`config.mk`:
```
export PLATFORM = sky130hd
export DESIGN_NAME = ram2_arbiter
export DESIGN_NICKNAME = d
export VERILOG_FILES = /design/src/rtl/ram2_arbiter.sv
export SDC_FILE = /design/constraint.sdc
export NUM_CORES = 1
export LEC_CHECK = 0
export ABC_CLOCK_PERIOD_IN_PS = 1290
export CORE_MARGIN = 1
export CORE_UTILIZATION = 31
export CTS_BUF_LIST = sky130_fd_sc_hd__clkbuf_2
export CTS_CLUSTER_DIAMETER = 30
export CTS_CLUSTER_SIZE = 30
export DETAILED_ROUTE_END_ITERATION = 10
export GPL_ROUTABILITY_DRIVEN = 0
export PLACE_DENSITY = 0.82
export SYNTH_ARGS = -nofsm -noshare
export SYNTH_HDL_FRONTEND = slang
export SYNTH_SLANG_ARGS = --single-unit
```
`constraint.sdc`:
```
create_clock -name clk -period 1.29 [get_ports clk]
set_input_delay 0.258 -clock clk [delete_from_list [all_inputs] [get_ports clk]]
set_output_delay 0.258 -clock clk [all_outputs]
set_load 0.1 [all_outputs]
```
`src/rtl/ram2_arbiter.sv`:
```
// Single-port ram2 access arbiter: shares one ram2 port between IF-stage fetch
// and MEM-stage load/store, and stalls the pipeline while a data access owns ram2.
module ram2_arbiter #(
  parameter int                ADDR_W    = 16,
  parameter int                DATA_W    = 16,
  parameter int                WR_CYCLES = 2,
  parameter logic [DATA_W-1:0] NOP_INST  = 16'h0800
) (
  input  logic              clk,
  input  logic              rst,
  input  logic [ADDR_W-1:0] if_pc,
  input  logic              if_req,
  output logic [DATA_W-1:0] if_inst,
  output logic              if_valid,
  input  logic [ADDR_W-1:0] mem_addr,
  input  logic [DATA_W-1:0] mem_wdata,
  input  logic              mem_re,
  input  logic              mem_we,
  output logic [DATA_W-1:0] mem_rdata,
  output logic              mem_done,
  output logic              stall_req,
  output logic [ADDR_W-1:0] ram2_pc,
  input  logic [DATA_W-1:0] ram2_inst,
  output logic [ADDR_W-1:0] ram2_addr,
  output logic [DATA_W-1:0] ram2_wdata,
  input  logic [DATA_W-1:0] ram2_rdata,
  output logic              ram2_re,
  output logic              ram2_we,
  output logic              ram2_ce
);

  localparam int                WCNT_W    = (WR_CYCLES > 1) ? $clog2(WR_CYCLES) : 1;
  localparam logic [WCNT_W-1:0] WCNT_LAST = WCNT_W'(WR_CYCLES - 1);

  typedef enum logic [1:0] {
    S_IDLE,
    S_DRD,
    S_DWR,
    S_DREC
  } state_t;

  state_t            r_state;
  state_t            w_next;
  logic [WCNT_W-1:0] r_wcnt;
  logic [DATA_W-1:0] r_if_inst;
  logic              r_if_valid;
  logic [DATA_W-1:0] r_mem_rdata;
  logic              r_mem_done;
  logic              w_dreq;
  logic              w_fetch;

  // A request still held during its own mem_done cycle must not restart.
  assign w_dreq  = (mem_re | mem_we) & ~r_mem_done;
  assign w_fetch = (r_state == S_IDLE) & ~w_dreq & if_req;

  // NOTE: sequential state uses non-blocking assignments so every register
  // samples pre-edge values, independent of block evaluation order.
  always_ff @(posedge clk) begin
    if (!rst) r_state <= S_IDLE;
    else      r_state <= w_next;
  end

  // NOTE: w_next gets a default before the case so no latch is inferred.
  always_comb begin
    w_next = r_state;
    case (r_state)
      S_IDLE: begin
        if (w_dreq && mem_we)      w_next = S_DWR;
        else if (w_dreq && mem_re) w_next = S_DRD;
      end
      S_DRD:   w_next = S_IDLE;
      S_DWR:   if (r_wcnt == WCNT_LAST) w_next = S_DREC;
      S_DREC:  w_next = S_IDLE;
      default: w_next = S_IDLE;
    endcase
  end

  // Strobes are gated by rst so a store cut by reset drops WE in the same cycle.
  always_comb begin
    ram2_ce   = 1'b0;
    ram2_re   = 1'b0;
    ram2_we   = 1'b0;
    stall_req = rst & ((r_state != S_IDLE) | w_dreq);
    if (rst) begin
      case (r_state)
        S_DRD:   begin ram2_ce = 1'b1; ram2_re = 1'b1; end
        S_DWR:   begin ram2_ce = 1'b1; ram2_we = 1'b1; end
        S_DREC:  ram2_ce = 1'b1;
        default: ;
      endcase
    end
  end

  always_ff @(posedge clk) begin
    if (!rst)                r_wcnt <= '0;
    else if (r_state == S_DWR) r_wcnt <= r_wcnt + 1'b1;
    else                     r_wcnt <= '0;
  end

  always_ff @(posedge clk) begin
    if (!rst) begin
      r_if_inst  <= NOP_INST;
      r_if_valid <= 1'b0;
    end else begin
      r_if_valid <= w_fetch;
      if (w_fetch) r_if_inst <= ram2_inst;
    end
  end

  always_ff @(posedge clk) begin
    if (!rst) begin
      r_mem_rdata <= '0;
      r_mem_done  <= 1'b0;
    end else begin
      r_mem_done <= (r_state == S_DRD) | (r_state == S_DREC);
      if (r_state == S_DRD) r_mem_rdata <= ram2_rdata;
    end
  end

  assign ram2_pc    = if_pc;
  assign ram2_addr  = mem_addr;
  assign ram2_wdata = mem_wdata;
  assign if_inst    = r_if_inst;
  assign if_valid   = r_if_valid;
  assign mem_rdata  = r_mem_rdata;
  assign mem_done   = r_mem_done;

endmodule
```
==> metrics <==
Reg power frac 0.451; min Tclk post-route 1.53 ns; pre-CTS setup slack -0.361 ns; Syn Inst Count 212; most frequent cell after synthesis nand2_1; Area growth, synth to finish 57.0%; Detail Placement HPWL 3.03 mm; Synth top area share 0.406; Async S/R FF share, synth 0; overall routed net length 3.86 mm; Core Footprint 5570 um2; DRT antenna net count 0; Synth Register Bits 37; unrepaired setup endpoints after global routing yes; Worst-path clk slew 0.19 ns; PwrDens 957 nW/um2; number of max-cap violations 0; Worst EP arrival 1.27 ns; crit path launch type flip-flop; CTS root buf clkbuf_2; Syn Nets 297; number of global-route vias before repair 1376; CTS Buffer Depth 2; final setup margin -0.240 ns; multi-input logic area 672 um2; max frequency 653 MHz; row cnt 27; storage element area 791 um2; Post-CTS Hold Fix Bufs 0; slew at the pin closest to its max-slew limit 0.281 ns; r2r setup slk 0.08 ns; # diodes 0; Data required, critical path 1.03 ns; leakage 0.00110 uW; CTS buffer count 5; DRT iter0 DRCs 16; area of the die 6190 um2; first-pass GRT wire length 6.10 mm; Final Max Tran Viols 0; vias per cell 4.39; combinational power share 0.297; EDFF count, synth 0; Setup CP Type reg2out; status complete, but fails checks; fin area 2860 um2; Filler cells 525; All-Layer GR Usage 0.128; DRC violations left 0; CTS HTree Levels 2; Yosys Warn Count 0; Routed WL per cell 12.1 um; layout cells sized above 1 0.407; sequential share of the synthesized area 0.406; period utilization 1.19; starting density of the core 0.327; Internal Pwr Total 1880 uW; worst clock skew 0.0187 ns; Final Hold Fails 0; Synth area leader dfxtp_1; worst min-delay path class in2reg; Clk Latency, worst-skew pair 0.36 ns; Final nets 330; CTS tree done; top post-synthesis cells by count nand2_1, buf_4, dfxtp_1; switching power 865 uW; port bufs 74; largest net degree at the start of global routing 33; library cells used by synthesis 23; total grt overflow 0; Finish-stage setup viols 5; worst-path fanout max 3; Rel. slew slack 0.810; clock tree sinks 37; placed cell area 2720 um2; failing checks negative setup slack; 1st-pass router iterations 4; Clk pwr share 0.253; I/O pin count 171; Switching Fraction 0.316; CP Capture Type primary output; area of the mapped netlist 1820 um2; initial antenna violation count 0; ys flop type dfxtp_1; syn_area_per_cell 8.60 um2; VDD IR max 0.517 mV; die height 78.7 um; Die W 78.7 um; dominant cells by area after synthesis dfxtp_1, buf_4, nand2_1; DR vias 1395
timing repair:
item | in CTS | in global routing
gates resized for setup | 12 | 30
setup buffers | 3 | 0
gates cloned | 0 | 0
setup endpoints to repair | 6 | 34
pin swaps | 2 | 0
worst max-delay path: stages (launching register included):
cell and delay, ns:
dfxtp_4 0.38, o21bai_4 0.18, a21boi_4 0.16, buf_12 0.19
sequential cells by signal, indices dropped and copies added, names as in the netlist:
name and flops:
if_inst 16, mem_rdata 16, r_state 2, if_valid 1, mem_done 1, r_wcnt 1
per-layer routing:
layer / GRT usage / vias to the layer above / wire length [um] / part of all wire
met5: 0 / - / 0 / 0
met4: 0.0870 / 0 / 141 / 0.037
met3: 0.0500 / 22 / 358 / 0.093
met2: 0.230 / 64 / 1950 / 0.50
met1: 0.119 / 620 / 1420 / 0.37
li1: - / 689 / - / -
path summary, 6_finish.rpt:
path                     start       endpoint  cells after the start
hold / removal    ram2_inst[3]     if_inst[3]                      3
setup reg to reg    r_state[1]  mem_rdata[12]                      5
setup / recovery      mem_done      stall_req                      3
hold reg to reg         r_wcnt         r_wcnt                      1
power groups by stage:
stage                     logic (uW)  clock network, uW  registers [uW]
after global placement           793                  0            1250
after floorplan                  916                  0            1490
final                            812                693            1230
after detailed placement         801                  0            1260
after CTS                        817                732            1230
after global routing             847                786            1240
area by class of cell:
cell class | count | area share
clock buffer | 6 | 0.0105
clock inverter | 2 | 0.0118
inverter | 2 | 0.00262
multi-input combinational | 113 | 0.235
sequential | 37 | 0.276
tap | 72 | 0.0315
timing repair buffer | 86 | 0.433
cell usage in the layout (no fill, tap or decap), types with 2 or more instances in the layout:
master	count
a21boi_0	14
a21boi_1	2
a21oi_1	2
and2_4	2
buf_12	40
buf_4	9
clkbuf_2	6
clkdlybuf4s50_1	35
dfxtp_1	3
dfxtp_2	31
dfxtp_4	3
mux2i_1	15
nand2_1	62
nand2b_1	2
cells by family after synthesis:
logic type,after synthesis,share of synthesized area
compound gates,21,0.0899
buf+inv,62,0.245
simple gates,77,0.176
mux,15,0.0824
flops,37,0.406
through the flow:
stage | setup TNS, ns | utilization | power, uW | hold slack [ns] | cells
after CTS | -1.05 | 0.507 | 2780 | 0.384 | 318
after floorplan | -1.41 | - | 2410 | 0.393 | 212
final | -0.817 | 0.514 | 2740 | 0.415 | 318
after detailed placement | -8.38 | 0.488 | 2060 | 0.407 | 307
after global placement | -6.58 | 0.488 | 2050 | 0.405 | 307
after global routing | -1.29 | 0.514 | 2880 | 0.372 | 318
No activity file was read; power rests on OpenSTA's default activity.
